### src/rtl/arm_pipe_pkg.sv
// Shared types and constants for the ARM pipeline control slice.
// Holds the sequencer state encoding, wait-counter width and default watchdog limit.
package arm_pipe_pkg;

  typedef enum logic [0:0] {
    RUN      = 1'b0,
    MEM_WAIT = 1'b1
  } pipe_state_e;

  localparam int WAIT_W       = 8;
  localparam int MAX_WAIT_DEF = 64;

endpackage

### src/rtl/sat_counter.sv
// Saturating up-counter with synchronous clear and active-low reset.
// Holds at all-ones once full.
module sat_counter #(
  parameter int W = 16
) (
  input  logic         clk,
  input  logic         rst_n,
  input  logic         i_inc,
  input  logic         i_clr,
  output logic [W-1:0] o_cnt
);

  logic [W-1:0] r_cnt;

  always_ff @(posedge clk) begin
    if (!rst_n) begin
      r_cnt <= '0;
    end else if (i_clr) begin
      r_cnt <= '0;
    end else if (i_inc && (r_cnt != '1)) begin
      r_cnt <= r_cnt + 1'b1;
    end
  end

  assign o_cnt = r_cnt;

endmodule

### src/rtl/pipeline_ctrl.sv
// Stall/flush sequencer for the five-stage ARM pipeline with SRAM wait FSM.
// `PIPELINE_FORWARDING_EN restricts stalls to load-use hazards.
module pipeline_ctrl
  import arm_pipe_pkg::*;
#(
  parameter int MAX_WAIT = MAX_WAIT_DEF,
  parameter int CNT_W    = 16
) (
  input  logic             clk,
  input  logic             rst_n,
  input  logic             hazard,
  input  logic             exe_mem_read,
  input  logic             branch_taken,
  input  logic             mem_req,
  input  logic             sram_ready,
  output logic             sram_start,
  output logic             freeze_if,
  output logic             freeze_id,
  output logic             freeze_mem,
  output logic             flush_if_id,
  output logic             flush_id_exe,
  output logic             mem_timeout,
  output logic [CNT_W-1:0] stall_cnt
);

  localparam logic [WAIT_W-1:0] WAIT_LAST = WAIT_W'(MAX_WAIT - 1);

  pipe_state_e       r_state;
  pipe_state_e       w_state_nxt;
  logic [WAIT_W-1:0] r_wait;
  logic [WAIT_W-1:0] w_wait_nxt;
  logic              r_timeout;
  logic              w_timeout_set;
  logic              w_req;
  logic              w_hold;
  logic              w_freeze_all;
  logic              w_stall;

  always_comb begin
    w_state_nxt   = r_state;
    w_wait_nxt    = r_wait;
    w_timeout_set = 1'b0;
    unique case (r_state)
      RUN: begin
        if (mem_req) begin
          w_state_nxt = MEM_WAIT;
          w_wait_nxt  = '0;
        end
      end
      MEM_WAIT: begin
        if (sram_ready) begin
          w_state_nxt = RUN;
        end else if (r_wait == WAIT_LAST) begin
          w_state_nxt   = RUN;
          w_timeout_set = 1'b1;
        end else begin
          w_wait_nxt = r_wait + 1'b1;
        end
      end
      default: w_state_nxt = RUN;
    endcase
  end

  always_ff @(posedge clk) begin
    if (!rst_n) begin
      r_state   <= RUN;
      r_wait    <= '0;
      r_timeout <= 1'b0;
    end else begin
      r_state <= w_state_nxt;
      r_wait  <= w_wait_nxt;
      if (w_timeout_set) begin
        r_timeout <= 1'b1;
      end
    end
  end

  assign w_req  = rst_n && (r_state == RUN) && mem_req;
  assign w_hold = rst_n && (r_state == MEM_WAIT) && !sram_ready;
  assign w_freeze_all = w_req || w_hold;

`ifdef PIPELINE_FORWARDING_EN
  assign w_stall = hazard && exe_mem_read;
`else
  assign w_stall = hazard;
`endif

  // Branch outranks the hazard: the stalled instruction is being discarded.
  always_comb begin
    sram_start   = w_req;
    freeze_if    = 1'b0;
    freeze_id    = 1'b0;
    freeze_mem   = 1'b0;
    flush_if_id  = 1'b0;
    flush_id_exe = 1'b0;
    if (!rst_n) begin
      sram_start = 1'b0;
    end else if (w_freeze_all) begin
      freeze_if  = 1'b1;
      freeze_id  = 1'b1;
      freeze_mem = 1'b1;
    end else if (branch_taken) begin
      flush_if_id  = 1'b1;
      flush_id_exe = 1'b1;
    end else if (w_stall) begin
      freeze_if    = 1'b1;
      freeze_id    = 1'b1;
      flush_id_exe = 1'b1;
    end
  end

  assign mem_timeout = r_timeout;

  sat_counter #(
    .W (CNT_W)
  ) u_stall_cnt (
    .clk   (clk),
    .rst_n (rst_n),
    .i_inc (freeze_if),
    .i_clr (1'b0),
    .o_cnt (stall_cnt)
  );

endmodule
### config.mk
export PLATFORM = sky130hd
export DESIGN_NAME = pipeline_ctrl
export DESIGN_NICKNAME = d
export VERILOG_FILES = /design/src/rtl/arm_pipe_pkg.sv /design/src/rtl/sat_counter.sv /design/src/rtl/pipeline_ctrl.sv
export SDC_FILE = /design/constraint.sdc
export NUM_CORES = 1
export LEC_CHECK = 0
export BUFFER_PORTS_ARGS = -buffer_cell sky130_fd_sc_hd__buf_2
export CAP_MARGIN = 20
export CELL_PAD_IN_SITES_DETAIL_PLACEMENT = 1
export CELL_PAD_IN_SITES_GLOBAL_PLACEMENT = 1
export CORE_MARGIN = 2
export CORE_UTILIZATION = 37
export CTS_CLUSTER_DIAMETER = 150
export DETAILED_ROUTE_END_ITERATION = 16
export MAX_ROUTING_LAYER = met4
export PLACE_DENSITY = 0.73
export SKIP_CTS_REPAIR_TIMING = 1
export SYNTH_ARGS = -nofsm -noshare
export SYNTH_HDL_FRONTEND = slang
export SYNTH_HIERARCHICAL = 1
export SYNTH_SLANG_ARGS = --single-unit
### constraint.sdc
create_clock -name clk -period 2.8 [get_ports clk]
set_clock_uncertainty 0.2 [all_clocks]
set_input_delay 0.84 -clock clk [delete_from_list [all_inputs] [get_ports clk]]
set_output_delay 0.84 -clock clk [all_outputs]
set_load 0.02 [all_outputs]
; ---- Word level (Yosys, flattened, before mapping)
; Index checks and enable logic that the tools add are counted.
[totals]
ff_bits = 26
in_bits = 7
wordCells = 44
out_inout_bits = 23
[op_classes]
add_sub_neg = 2
bitwise_logic = 1
reduce_logical = 8
mux = 24
eq_ne = 5
[ops]
columns = operator, count
row1 = $mux W8, 3
row2 = $mux W1, 19
row3 = $add A16 B1 Y16 const B, 1
row4 = $ne A16 B16 Y1 const B, 1
row5 = $pmux W8 S2, 1
row6 = $add A8 B1 Y8 const B, 1
row7 = $eq A8 B6 Y1 const B, 1
row8 = $ne A2 B2 Y1 const B, 3
row9 = $logic_and A1 B1 Y1, 5
row10 = $reduce_and A3 Y1, 1
row11 = $pmux W1 S2, 1
row12 = $logic_not A1 Y1, 1
row13 = $logic_or A1 B1 Y1, 1
row14 = $not A1 Y1, 1

; ---- Logic depth before layout (Yosys ltp)
; Gate-level depths: netlist of run 1.
[depth]
depth_word = 7
depth_mapped = 8
mapped_depth_nobuf = 7

; ---- Modules after synthesis
; Netlist of run 1, hierarchy kept.
[by_module_without_submodules]
columns = mod, seq_area_each_um2, cells_each, area_each_um2, instances
row1 = sat_counter, 320.3, 91, 864.6, 1
row2 = pipeline_ctrl, 200.2, 71, 620.6, 1

; ---- Least setup slack after synthesis of run 1
; No wires, ideal clock.
[synth_path]
kind = input to register
start = input rst_n
end = register u_stall_cnt.r_cnt[13] (netlist: u_stall_cnt/o_cnt[13])
slack_ns = -0.248
n_path_buf = 2
setup_ns = 0.071
required_ns = 2.529
t_arrival_ns = 2.777
cell_stages = 8
cell_sequence = buf_6 inv_1 clkbuf_1 a21oi_1 and4_2 nand3_4 or4_1 a21oi_1
[synth_between]
elab_chain_cells = 6
word_cells_on_any_way = 8
cone_classes = mux: 2 / reduce/logical: 6
[synth_lines]
columns = item, line
row1 = "start, declared", pipeline_ctrl.sv:10  ; input logic rst_n,
row2 = $logic_and A1 B1 Y1 (on tied branches) (2 in series), "pipeline_ctrl.sv:78, pipeline_ctrl.sv:79"
row3 = $logic_or A1 B1 Y1, pipeline_ctrl.sv:80  ; assign w_freeze_all = w_req || w_hold;
row4 = $mux W1, -
row5 = $mux W1 (*), -
row6 = named net freeze_id, pipeline_ctrl.sv:18  ; output logic freeze_id,
row7 = $logic_and A1 B1 Y1 (*), sat_counter.sv:20  ; end else if (i_inc && (r_cnt != '1)) begin
row8 = "end signal, assigned", sat_counter.sv:21  ; r_cnt <= r_cnt + 1'b1;
row9 = "end, declared", sat_counter.sv:13  ; logic [W-1:0] r_cnt;
; Mark *: on every way through the listed nets, which the timed path passes. The rest lies on a longest branch.
; A chain may end at the register's enable or synchronous reset.

; ---- Worst setup path after layout of run 1
[layout_path]
start = input mem_req
end = output flush_id_exe
[layout_between]
elab_chain_cells = 4
[layout_lines]
columns = item, line
row1 = "start, declared", pipeline_ctrl.sv:14  ; input logic mem_req,
row2 = $logic_and A1 B1 Y1, pipeline_ctrl.sv:78  ; assign w_req = rst_n && (r_state == RUN) && mem_req;
row3 = $logic_or A1 B1 Y1, pipeline_ctrl.sv:80
row4 = $mux W1, pipeline_ctrl.sv:98  ; end else if (w_freeze_all) begin
row5 = $mux W1, pipeline_ctrl.sv:96  ; if (!rst_n) begin
row6 = "end, declared", pipeline_ctrl.sv:21  ; output logic flush_id_exe,
; No other way between the ends.

==> results of run 1 <==
==> per-layer routing <==
metal	vias up	GRT usage [%]	share of wire, %
met2	19	33.8	49
met3	4	2.67	2.4
li1	682	-	-
met5	-	-	0
met1	690	26.8	48
met4	0	5.61	0.88
==> worst max-delay path: cells and delay by family <==
kind          cells  cell delay [ps]
buf+inv           3              480
simple gates      2              360
==> worst min-delay path by stage <==
stage	endpoint	slack (ps)	cells after the start
after floorplan	r_wait[6]	280	2
after detailed placement	mem_timeout	270	2
after global routing	mem_timeout	330	2
after global placement	mem_timeout	260	2
after CTS	mem_timeout	290	2
final	mem_timeout	290	2
==> area by class of cell <==
type	count	area share, %
multi-input cells	125	51.3
inverters	6	1.26
repair buffers	35	10.8
flip-flops and latches	26	29.1
clock buffers	3	2.31
well taps	50	3.50
clock inverters	1	1.68
==> power groups by stage <==
stage	clock [mW]	sequential [mW]	combinational, mW
2_1_floorplan	0	0.385	0.0461
3_5_place_dp	0	0.385	0.0724
5_1_grt	0.340	0.378	0.0797
6_report	0.317	0.377	0.0731
4_1_cts	0.324	0.377	0.0727
3_3_place_gp	0	0.385	0.0694
==> layout by cell type (no fill, tap or decap), types with 2 or more instances in the layout <==
master | Yosys | routed
and3_1 | 4 | 4
nand4_4 | 2 | 2
inv_1 | 6 | 6
and2_1 | 3 | 3
a41o_1 | 2 | 2
o31ai_1 | 2 | 2
dfxtp_1 | 26 | 26
nand4_1 | 3 | 3
o21a_1 | 2 | 2
conb_1 | 1 | 2
o21ai_0 | 5 | 5
nor2b_1 | 3 | 3
o41ai_1 | 2 | 2
clkbuf_8 | 0 | 3
o311ai_0 | 2 | 2
nand3_1 | 6 | 6
a21oi_1 | 8 | 7
and4_2 | 2 | 2
nand3b_1 | 2 | 2
ha_1 | 2 | 2
nand2_1 | 9 | 9
o211ai_1 | 2 | 2
nor2_1 | 18 | 17
o211a_1 | 2 | 2
buf_4 | 1 | 7
or4_1 | 2 | 2
buf_2 | 0 | 28
a2111oi_0 | 2 | 2
a41oi_1 | 3 | 3
nand2b_1 | 4 | 4
nor4_1 | 4 | 3
or3_1 | 3 | 3
xor2_1 | 3 | 3
nor3b_1 | 2 | 2
==> cells by family (layout without fill, tap and decap cells) <==
family,after synthesis,in the layout,share of synthesized area [%]
simple gates,76,76,32.5
fa+ha+maj,2,2,1.68
flops,26,26,35.0
other cells,1,2,0.252
mux,2,2,1.43
buf+inv,12,45,4.80
compound gates,39,39,21.9
xor+xnor,4,4,2.36
==> flip-flops by register name (all words and copies together) (netlist names) <==
name / cells
u_stall_cnt/o_cnt: 16
r_wait: 8
mem_timeout: 1
r_state: 1
==> per-stage QoR <==
step | setup slack, ps | utilization (%)
after floorplan | 21.2 | -
after global placement | 53.4 | 43.4
after detailed placement | 30.4 | 43.4
after CTS | 46.1 | 45.3
after global routing | 42.5 | 45.3
final | 78.0 | 45.3
==> results.sh, run 1 <==
export IMPL_r2r_end="u_stall_cnt/o_cnt[9]"
export IMPL_pwr_share_seq_pct=49.1
export IMPL_synth_edff_count=0
export IMPL_leakagePower_nw=0.763
export IMPL_ctsHtreeMaxLevel=1
export IMPL_cts_sinks=26
export IMPL_setup_tns_ps=0
export IMPL_placed_cell_area_um2=1710
export IMPL_finalSetupViolCount=0
export IMPL_cp_cell_sequence="buf_2 > nor2b_1 > buf_4 > nor4_2 > buf_2"
export IMPL_hold_viol_final=0
export IMPL_synth_warning_count=6
export IMPL_fin_area_um2=1790
export IMPL_gp_congestion=0.798
export IMPL_reg2reg_depth=7
export IMPL_synth_cell_types=53
export IMPL_synth_area_leaders="dfxtp_1 35%, nor2_1 4.5%, nand4_4 2.9%"
export IMPL_synth_ff_type="dfxtp_1"
export IMPL_fin_crit_ps=2720
export IMPL_viasPerCell=5.67
export IMPL_nFillCells=477
export IMPL_clockBufferDepth=2
export IMPL_ant_nets=0
export IMPL_period_share_pct=97.2
export IMPL_synth_top_area_share_pct=35.0
export IMPL_dp_hpwl_um=3100
export IMPL_core_area_um2=3940
export IMPL_synth_most_common_cell="dfxtp_1"
export IMPL_power_frac_comb_pct=9.5
export IMPL_async_reset_ff_share_pct=0
export IMPL_drv_slew=0
export IMPL_ff_latch_area_um2=520
export IMPL_power_mw=0.767
export IMPL_arrival_ps=1680
export IMPL_startpoint="mem_req"
export IMPL_rr_startpoint="r_state"
export IMPL_whs_ps=287
export IMPL_routed_wl_um=4100
export IMPL_pwr_share_clk_pct=41.3
export IMPL_cts_clk_slew_worst_paths_ps=90
export IMPL_drtIter0Drc=74
export IMPL_io_pin_count=30
export IMPL_syn_inst=162
export IMPL_fmax_mhz=367
export IMPL_critical_path_most_common_cell="buf_2"
export IMPL_drt_pass1_iter_count=4
export IMPL_yosysSeqAreaShare_pct=35.0
export IMPL_setup_worst_path_end="flush_id_exe"
export IMPL_synth_top_area_cell="dfxtp_1"
export IMPL_multiInputGateArea_um2=917
export IMPL_grt_pass1_wl_um=7050
export IMPL_design_die_area_um2=4540
export IMPL_hold_path_class="reg2reg"
export IMPL_antenna_found_initial=0
export IMPL_drive_above_1_share_pct=29.1
export IMPL_syn_to_final_growth_pct=20.3
export IMPL_slowest_stage="nor4_2"
export IMPL_hp_start="mem_timeout"
export IMPL_end_kind="output port"
export IMPL_vias=1395
export IMPL_cts_root_buffer="clkbuf_8"
export IMPL_p_switching_mw=0.175
export IMPL_ys_ff_latch=26
export IMPL_ir_drop_mv=0.225
export IMPL_grt_start_max_net_pins=16
export IMPL_synthTopCellsByCount="26 x dfxtp_1, 18 x nor2_1, 9 x nand2_1"
export IMPL_dp_cells=242
export IMPL_cts_tree="yes"
export IMPL_worstMarginPinSlew_ps=574
export IMPL_critPathKind="in2out"
export IMPL_max_slew_margin_rel_pct=61.7
export IMPL_maxCapViolations=0
export IMPL_required_ps=1760
export IMPL_worst_setup_path_start_kind="input pin"
export IMPL_grt_ovfl_total=0
export IMPL_fin_cells=246
export IMPL_layout_nets=206
export IMPL_grt_pass1_vias=1445
export IMPL_n_antenna_cell=0
export IMPL_crit_fanout=4
export IMPL_rsz0062_at_grt="no"
export IMPL_start_util_pct=37.7
export IMPL_synth_area_um2=1490
export IMPL_r2r_setup_slack_ps=470
export IMPL_portBuffers=28
export IMPL_cpPeakStageDelay_ps=220
export IMPL_wl_per_cell_um=16.7
export IMPL_drc=0
export IMPL_syn_mean_instance_area_um2=9.17
export IMPL_grtUsageTotal_pct=20.6
export IMPL_powerDensity_nw_per_um2=429
export IMPL_dieHeight_um=67.4
export IMPL_switching_share_pct=22.8
export IMPL_die_x_um=67.4
export IMPL_rows=23
export IMPL_cts_buffers=3
export IMPL_clock_latency_ps=270
export IMPL_outcome="complete, no violations"
export IMPL_power_internal_mw=0.592
No activity file was read; power rests on OpenSTA's default activity.
==> run 2: changes to the inputs <==
==> constraint.sdc (replaced) <==
create_clock -name clk -period 2.5 [get_ports clk]
set_clock_uncertainty 0.2 [all_clocks]
set_input_delay 0.75 -clock clk [delete_from_list [all_inputs] [get_ports clk]]
set_output_delay 0.75 -clock clk [all_outputs]
set_load 0.02 [all_outputs]
==> run 2 against run 1 <==
Compared with the run above: core utilization is 0.54 points higher; non-clock buffer count is 4 higher; critical endpoint unchanged; critical path depth stayed put; critical path type unchanged; register-to-register slack worse by 190 ps; die area stayed put; clock-buffer cell count stayed put.
==> results.sh, run 2 (synthesis results as in run 1) <==
export IMPL_outcome="complete, no violations"
export IMPL_grt_start_max_net_pins=14
export IMPL_drt_pass1_iter_count=4
export IMPL_hold_path_cell_count=2
export IMPL_reg2reg_depth=7
export IMPL_cts_tree="yes"
export IMPL_syn_to_final_growth_pct=21.7
export IMPL_ant_nets=0
export IMPL_cts_clk_slew_worst_paths_ps=90
export IMPL_grt_pass1_wl_um=6630
export IMPL_cp_cell_sequence="buf_2 > nor2b_4 > buf_4 > nor4_2 > buf_4"
export IMPL_crit_family="buffers and inverters"
export IMPL_period_share_pct=98.4
export IMPL_slowest_stage="nor4_2"
export IMPL_wl_per_cell_um=16.3
export IMPL_drtIter0Drc=32
export IMPL_cts_root_buffer="clkbuf_8"
export IMPL_gp_congestion=0.776
export IMPL_nFillCells=471
export IMPL_routed_wl_um=4060
export IMPL_hold_viol_final=0
export IMPL_design_die_area_um2=4540
export IMPL_drc=0
export IMPL_viasPerCell=5.76
export IMPL_dieHeight_um=67.4
export IMPL_arrival_ps=1510
export IMPL_worst_setup_path_start_kind="input pin"
export IMPL_start_util_pct=37.7
export IMPL_hold_path_class="reg2reg"
export IMPL_rows=23
export IMPL_max_slew_margin_rel_pct=65.2
export IMPL_cp_buffers_inverters=3
export IMPL_grt_pass1_vias=1397
export IMPL_leakagePower_nw=0.777
export IMPL_largest_reg_flops=16
export IMPL_ir_drop_mv=0.172
export IMPL_fmax_mhz=407
export IMPL_clock_latency_ps=270
export IMPL_vias=1435
export IMPL_postLayoutCoreUtil_pct=45.9
export IMPL_maxCapViolations=0
export IMPL_n_antenna_cell=0
export IMPL_worstMarginPinSlew_ps=522
export IMPL_portBuffers=28
export IMPL_critPathKind="in2out"
export IMPL_fin_crit_ps=2460
export IMPL_cts_buffers=3
export IMPL_grtUsageTotal_pct=19.8
export IMPL_critical_path_most_common_cell="buf_4"
export IMPL_cpPeakStageDelay_ps=210
export IMPL_cp_depth=5
export IMPL_io_pin_count=30
export IMPL_clockBufferDepth=2
export IMPL_drv_slew=0
export IMPL_layout_commonest_cell="buf_2"
export IMPL_drive_above_1_share_pct=31.7
export IMPL_layout_nets=210
export IMPL_end_kind="output port"
export IMPL_cts_sinks=26
export IMPL_fin_area_um2=1810
export IMPL_crit_fanout=4
export IMPL_dp_hpwl_um=3070
export IMPL_die_x_um=67.4
export IMPL_placed_cell_area_um2=1760
export IMPL_antenna_found_initial=0
export IMPL_ctsHtreeMaxLevel=1
export IMPL_finalSetupViolCount=0
export IMPL_required_ps=1550
export IMPL_grt_ovfl_total=0
export IMPL_powerDensity_nw_per_um2=417
export IMPL_final_cell_mix="27 x buf_2, 25 x dfxtp_1, 17 x nor2_1"
export IMPL_core_area_um2=3940
-- run 2: changes by cell type in the layout (fill, tap and decap cells not counted), sizes merged --
cell	before	now
bufinv	1	0
buf	35	39
-- run 2: layout make-up --
type | count | area [um2] | area share, %
clock buffer | 3 | 41.3 | 2.28
inverter | 6 | 22.5 | 1.25
multi-input combinational | 125 | 935 | 51.7
sequential | 26 | 522 | 28.9
tap | 50 | 62.6 | 3.46
timing repair buffer | 39 | 225 | 12.5
-- run 2: routing by layer --
metal,vias up,share of wire (%),GRT usage [%]
met4,0,0.99,4.59
met2,20,52,34.5
met3,5,2.0,3.00
met5,-,0,-
li1,690,-,-
met1,720,45,23.9
-- run 2: power breakdown --
part	switching [mW]	total, mW	internal (mW)	leakage (nW)
sequential	0.00587	0.423	0.417	0.210
combinational	0.0507	0.0861	0.0354	0.546
clock	0.136	0.244	0.108	0.0216
total	0.193	0.754	0.561	0.777
-- run 2: worst paths after layout --
path,from,end,slack (ps)
setup / recovery,mem_req,flush_id_exe,40
hold / removal,mem_timeout,mem_timeout,290
setup reg to reg,r_state,u_stall_cnt/o_cnt[9],280
hold reg to reg,mem_timeout,mem_timeout,290
-- run 2: metrics by stage --
step	power, mW	setup TNS (ps)	setup WS, ps	hold slack, ps	cells
final	0.754	0	40.2	290	249
after global placement	0.514	-12.4	-12.4	270	246
after detailed placement	0.517	-453	-166	268	246
after floorplan	0.488	-56.0	-19.2	279	163
after CTS	0.765	-47.8	-47.8	298	249
after global routing	0.788	-0.988	-0.988	361	249
-- run 2: worst register-to-register path, delay by kind of cell (launching register included) --
kind | cells | cell delay [ps]
compound gates | 2 | 380
flops | 1 | 430
simple gates | 5 | 1120
